--- config.mk ---
export PLATFORM = sky130hd
export DESIGN_NAME = exec_ctrl
export DESIGN_NICKNAME = d
export VERILOG_FILES = /design/src/rtl/exec_ctrl.sv
export SDC_FILE = /design/constraint.sdc
export NUM_CORES = 1
export LEC_CHECK = 0
export BUFFER_PORTS_ARGS = -buffer_cell sky130_fd_sc_hd__buf_2
export CAP_MARGIN = 20
export CORE_MARGIN = 4
export CORE_UTILIZATION = 50
export DETAILED_ROUTE_END_ITERATION = 7
export PLACE_DENSITY = 0.74
export REMOVE_ABC_BUFFERS = 1
export SYNTH_ARGS = -nofsm -noshare
export SYNTH_HDL_FRONTEND = slang
export SYNTH_SLANG_ARGS = --single-unit
--- constraint.sdc ---
create_clock -name clk -period 2.2 [get_ports clk]
set_input_delay 0.33 -clock clk [delete_from_list [all_inputs] [get_ports clk]]
set_output_delay 0.33 -clock clk [all_outputs]
set_load 0.05 [all_outputs]
--- src/rtl/exec_ctrl.sv ---
// Execute-stage sequencer for multi-cycle FPU ops: holds the stage busy for the
// per-operation latency, raises fin on completion and keeps FPU perf counters.
module exec_ctrl #(
   parameter int unsigned LAT_FADD    = 2,
   parameter int unsigned LAT_FMUL    = 2,
   parameter int unsigned LAT_FDIV    = 10,
   parameter int unsigned LAT_FSQRT   = 8,
   parameter int unsigned LAT_FCVT    = 1,
   parameter int unsigned LAT_DEFAULT = 0
) (
   input  logic        clk,
   input  logic        rstn,
   input  logic        enable,
   input  logic        flush,
   input  logic        aluorfpu,
   input  logic [3:0]  fpuop,
   output logic        fin,
   output logic        busy,
   output logic        stall,
   output logic [31:0] fpu_cycles,
   output logic [31:0] fpu_ops
);

   typedef enum logic {IDLE, RUN} state_t;

   state_t      state, state_nxt;
   logic [3:0]  cnt, cnt_nxt;
   logic [3:0]  lat;
   logic        ops_inc;
   logic [31:0] cycles_nxt, ops_nxt;

   always_comb begin
      lat = '0;
      if (aluorfpu) begin
         case (fpuop)
            4'd0, 4'd1: lat = 4'(LAT_FADD);
            4'd2:       lat = 4'(LAT_FMUL);
            4'd3:       lat = 4'(LAT_FDIV);
            4'd4:       lat = 4'(LAT_FSQRT);
            4'd5:       lat = 4'(LAT_FCVT);
            default:    lat = 4'(LAT_DEFAULT);
         endcase
      end
   end

   always_ff @(posedge clk or negedge rstn) begin
      if (!rstn) begin
         state <= IDLE;
         cnt   <= '0;
      end else begin
         state <= state_nxt;
         cnt   <= cnt_nxt;
      end
   end

   always_comb begin
      state_nxt = state;
      cnt_nxt   = cnt;
      case (state)
         IDLE: begin
            if (!flush && enable && lat != 4'd0) begin
               state_nxt = RUN;
               cnt_nxt   = lat - 4'd1;
            end
         end
         RUN: begin
            if (flush || cnt == 4'd0) state_nxt = IDLE;
            else                      cnt_nxt   = cnt - 4'd1;
         end
         default: state_nxt = IDLE;
      endcase
   end

   always_comb begin
      fin     = 1'b0;
      busy    = 1'b0;
      ops_inc = 1'b0;
      case (state)
         IDLE: begin
            if (enable && !flush && lat == 4'd0) begin
               fin     = 1'b1;
               ops_inc = aluorfpu;
            end
         end
         RUN: begin
            busy = 1'b1;
            if (!flush && cnt == 4'd0) begin
               fin     = enable;
               ops_inc = 1'b1;
            end
         end
         default: ;
      endcase
   end

   assign stall = enable & ~fin;

   // Counters are rewritten every edge so a held value simply recirculates.
   always_comb begin
      cycles_nxt = fpu_cycles;
      ops_nxt    = fpu_ops;
      if (state == RUN && fpu_cycles != '1) cycles_nxt = fpu_cycles + 32'd1;
      if (ops_inc && fpu_ops != '1)         ops_nxt    = fpu_ops + 32'd1;
   end

   always_ff @(posedge clk or negedge rstn) begin
      if (!rstn) begin
         fpu_cycles <= '0;
         fpu_ops    <= '0;
      end else begin
         fpu_cycles <= cycles_nxt;
         fpu_ops    <= ops_nxt;
      end
   end

endmodule
# Yosys cells after proc, flatten, opt, wreduce, memory -nomap -nowiden
# Cells that the tools add are included.
[word_totals]
regBits = 69
in_bits = 9
out_inout_bits = 67
wordCells = 49
[op_classes]
n_addsub = 4
eq_ne = 9
n_mux = 15
n_bitwise = 3
reduce_logical = 14
[op_table]
columns = ["operator", "n"]
rows = [
  ["adder 32 x 1 -> 32 bit (second input constant)", 2],
  ["!= test 32 bit (second input constant)", 2],
  ["case mux 4 bit (4 select lines)", 1],
  ["logical NOT 4 bit", 3],
  ["two-way mux 4 bit", 3],
  ["== test 4 x 2 -> 1 bit (second input constant)", 2],
  ["== test 4 x 3 -> 1 bit (second input constant)", 2],
  ["case mux 4 bit (2 select lines)", 1],
  ["subtractor 4 x 1 -> 4 bit (second input constant)", 2],
  ["two-way mux 1 bit", 7],
  ["logical AND 1 bit", 6],
  ["case mux 1 bit (2 select lines)", 3],
  ["== test 4 x 1 -> 1 bit (second input constant)", 1],
  ["!= test 2 bit (second input constant)", 2],
  ["nonzero test 4 bit", 1],
  ["OR reduction 3 bit", 1],
  ["inverter 1 bit", 2],
  ["AND reduction 2 bit", 1],
  ["AND 1 bit", 1],
  ["logical NOT 1 bit", 1],
  ["logical OR 1 bit", 1],
]

# Depth between registers and ports, before layout
[logic_depth]
word_depth = 10
mapped_depth = 7
mapped_depth_nobuf = 6

# Least setup slack after synthesis
# No wires, ideal clock.
[synth_timing]
path_kind = "flip-flop to output port"
from = "reg state"
to = "out stall"
arrival_ns = 2.291
required_time_ns = 1.870
slack_ns = -0.421
stages_incl_launch_ff = 6
path_buffers = 1
path_cell_list = "dfrtp_1 > buf_2 > nor3b_1 > nand2_1 > and4b_2 > nor2b_1"
[synth_between]
elab_chain_len = 4
[synth_rtl]
columns = ["item", "line_no", "rtl"]
rows = [
  ["start, declared", "26", "state_t state, state_nxt;"],
  ["start signal, assigned", "51", "state <= state_nxt;"],
  ["inverter 1 bit", "--", ""],
  ["case mux 1 bit (2 select lines) (*)", "78", "case (state)"],
  ["net fin", "17", "output logic fin,"],
  ["inverter 1 bit (*)", "96", "assign stall = enable & ~fin;"],
  ["AND 1 bit (*)", "96", ""],
  ["end, declared", "19", "output logic stall,"],
]
# Mark *: on every way through the listed nets, which the timed path passes. The rest lies on a longest branch.

# Worst setup path after layout
[layout_timing]
from = "reg cnt[3]"
to = "out stall"
[layout_between]
elab_chain_len = 6
[layout_rtl]
columns = ["item", "line_no", "rtl"]
rows = [
  ["start, declared", "27", "logic [3:0] cnt, cnt_nxt;"],
  ["start signal, assigned", "52", "cnt <= cnt_nxt;"],
  ["logical NOT 4 bit", "87", "if (!flush && cnt == 4'd0) begin"],
  ["logical AND 1 bit", "87", ""],
  ["two-way mux 1 bit", "87", ""],
  ["case mux 1 bit (2 select lines)", "78", ""],
  ["inverter 1 bit", "96", ""],
  ["AND 1 bit", "96", ""],
]
# Every way passes these cells.

==> results.md <==
- Max Freq: about 460 MHz
- Synth Warn #: 0
- Final Skew: 11.63 ps
- Register area: about 1700 sq um
- Max-Cap Viols: 0
- Critical path arrival: about 1800 ps
- CTS Buf Count: 9
- Sequential area share after synthesis: between 50% and 60%
- Setup violators final: 0
- Final net count: 440
- Starting Density: between 50% and 60%
- Yosys top cell area share: between 50% and 60%
- Power Dens Cells: 703.3 nW/um^2
- CP endpoint kind: output pin
- Slew Viols, Final: 0
- Clock Tree Root: clkbuf_8
- Hpwl dp: approximately 5.5 mm
- Syn Inst Count: between 300 and 400
- Startpoint types: flop
- #FFs+latches synth: 69
- Drt first pass iters: 4
- Clk sink count: 69
- Final worst-path cycle share: between 90% and 100%
- Cell taking the most area after synthesis: dfrtp_1
- Final min period: 2172 ps
- Fillers: ~510
- DR DRC count: 0
- Clk_lat worst skew: 340 ps
- CORE AREA: 6495 sq um
- Cell area after synthesis: between 3000 and 4000 sq um
- Post-synth EDFFs: 0
- Largest net degree at the start of global routing: 70
- Top FF cell, synth: dfrtp_1
- Layout cells sized above 1: 31.64%
- Setup TNS: 0 ps
- DR vias/cell: 5.433
- CTS max path bufs: 2
- Number of global-route vias before repair: 2833
- DR WL/cell: between 10 and 15 microns
- Area contributors post-synth: dfrtp_1 50%, xor2_1 8.2%, xnor2_1 6.6%
- Detailed Route Iter0 Violations: just under 90
- Required @ worst endpoint: between 1500 and 2000 ps
- Slew headroom: ~73%
- H-tree depth: 3
- Final Core Density: between 60% and 70%
- Hold Slack: -11.01 ps
- Setup slack after placement: just over 60 ps
- FFs w/ async S/R, synth: 100.0%
- Antenna cell count: 0
- Wirelength, routed: 7.401 mm
- Area Growth Syn to Fin: 24.97%
- Hold crit path type: in2async
- Total die area: roughly 8300 sq um
- Synth Area per Inst: about 11 sq um
- Placed Instances: 490
- RSZ-0062 raised after global routing: true
- Crit path max fanout: 2
- Die width: roughly 91 microns
- First-pass GRT wire length: 12.91 mm
- Detailed-route via count: roughly 2800
- Cell Rows: 29
- Final hold vios: 8
- Type of the worst setup path: reg2out
- Worst slew pin tran: 406.6 ps
- Failing checks: negative hold slack
- Post-route ant nets: 0
- Ports: 76
- Non-filler cells, final: about 500
- Die Ht: 90.91 microns
- Slack of the critical path: 28.20 ps
- Outcome: finished with violations
- GRT Resource Usage Total: between 10% and 20%
- Worst-path clk slew: 70 ps
- Routability cong.: roughly 0.82
- Grt total ovfl: 0
- P_leak: 2.164 nW
- Maximum VDD drop: approximately 0.83 mV
- Initial antenna violation count: 0
- Area of the multi-input gates: 1672 sq um
- Port bufs: 75
- Library cells used by synthesis: 50
- TritonCTS clock tree: built
## cells in the final DEF (no fill, tap or decap), types with 3 or more instances in the layout
master and n:
buf_2 73, dfrtp_1 69, xor2_1 32, nand2_1 27
xnor2_1 26, nand3_1 25, nor2_1 22, buf_4 22
nand4_1 17, nor3_1 14, inv_1 11, clkbuf_8 11
and4_1 8, and3_1 7, o21ai_0 4, mux2_2 3
a21oi_1 3, o21a_1 3, and2_1 3, nor3b_1 3
ha_1 3, clkinv_2 3
## logic make-up after synthesis
family                     count (synthesis)  share of synthesized area (%)
and+or+nand+nor                          150                          24.28
DFF                                       69                          50.24
adders and majority gates                  3                          1.092
buffers and inverters                     14                          1.784
muxes                                      4                          1.274
AOI/OAI and AO/OA                         24                          6.553
xor gates and xnor gates                  58                          14.78
## power breakdown
part	internal (mW)	switching, mW	leakage, nW	total, mW
clock network	0.465	0.463	0.0921	0.929
registers	1.36	0.110	0.940	1.47
logic	0.192	0.431	1.13	0.623
## area by class of cell
class	count	area share (%)
timing repair buffer	98	13.55
clock buffer	12	3.612
sequential	69	40.20
multi-input combinational	239	38.92
clock inverter	4	0.5243
inverter	11	0.9613
tap	77	2.243
## layer usage
layer	global-route usage (%)	up-vias	routed length, microns
met5	0	-	0
met1	23.86	1351	3281
li1	-	1350	-
met2	31.44	63	3623
met3	6.250	7	423
met4	5.779	0	72
## final timing paths
| check | from | endpoint | slack (ps) | depth (start not counted) |
|---|---|---|---|---|
| setup / recovery | cnt[3] | stall | 30 | 5 |
| hold / removal | rstn | fpu_cycles[30] | -10 | 2 |
| setup reg to reg | cnt[3] | fpu_ops[1] | 130 | 5 |
| hold reg to reg | fpu_cycles[31] | fpu_cycles[31] | 490 | 1 |
| max in group asynchronous | rstn | fpu_cycles[3] | 1900 | 2 |
| min in group clk | flush | state | 330 | 3 |
## Yosys cell counts (2+ instances only)
cell type / number
a21oi_1: 3
xor2_1: 32
o21ai_0: 4
mux2_2: 3
and2_1: 3
nand3_1: 25
inv_1: 11
nand2_1: 29
nor3_1: 15
nor3b_1: 4
nor4_2: 2
xnor2_1: 26
nand4_1: 17
buf_4: 2
o21a_1: 3
nor4_1: 2
or2_2: 2
ha_1: 3
and4_1: 8
nor4b_1: 2
nor2b_1: 2
dfrtp_1: 69
and3_1: 7
nor2_1: 22
## sequential cells by signal (all words and copies together), names as in the netlist
name,cells
fpu_cycles,32
cnt,4
fpu_ops,32
state,1
## stage by stage
step | power (mW) | instance area, sq um
2_1_floorplan | 1.903 | 3417
3_3_place_gp | 2.073 | 4044
3_5_place_dp | 2.089 | 4044
4_1_cts | 3.037 | 4240
5_1_grt | 3.184 | 4295
6_report | 3.021 | 4295
## worst max-delay path, stage by stage, from the launching register on
cell	delay, ps
dfrtp_1	390
or4_4	560
nand2_2	110
and4b_2	230
nor2b_1	60
buf_6	150
## timing repair
action | 4_1_cts | 5_1_grt
endpoints found under the hold margin | 0 | 0
hold buffers | 0 | 0
buffers inserted | 1 | 3
gates cloned | 0 | 0
setup endpoints to repair | 2 | 7
resized for setup | 4 | 4
pin swaps | 0 | 1
Power figures use the tool's default switching activity.
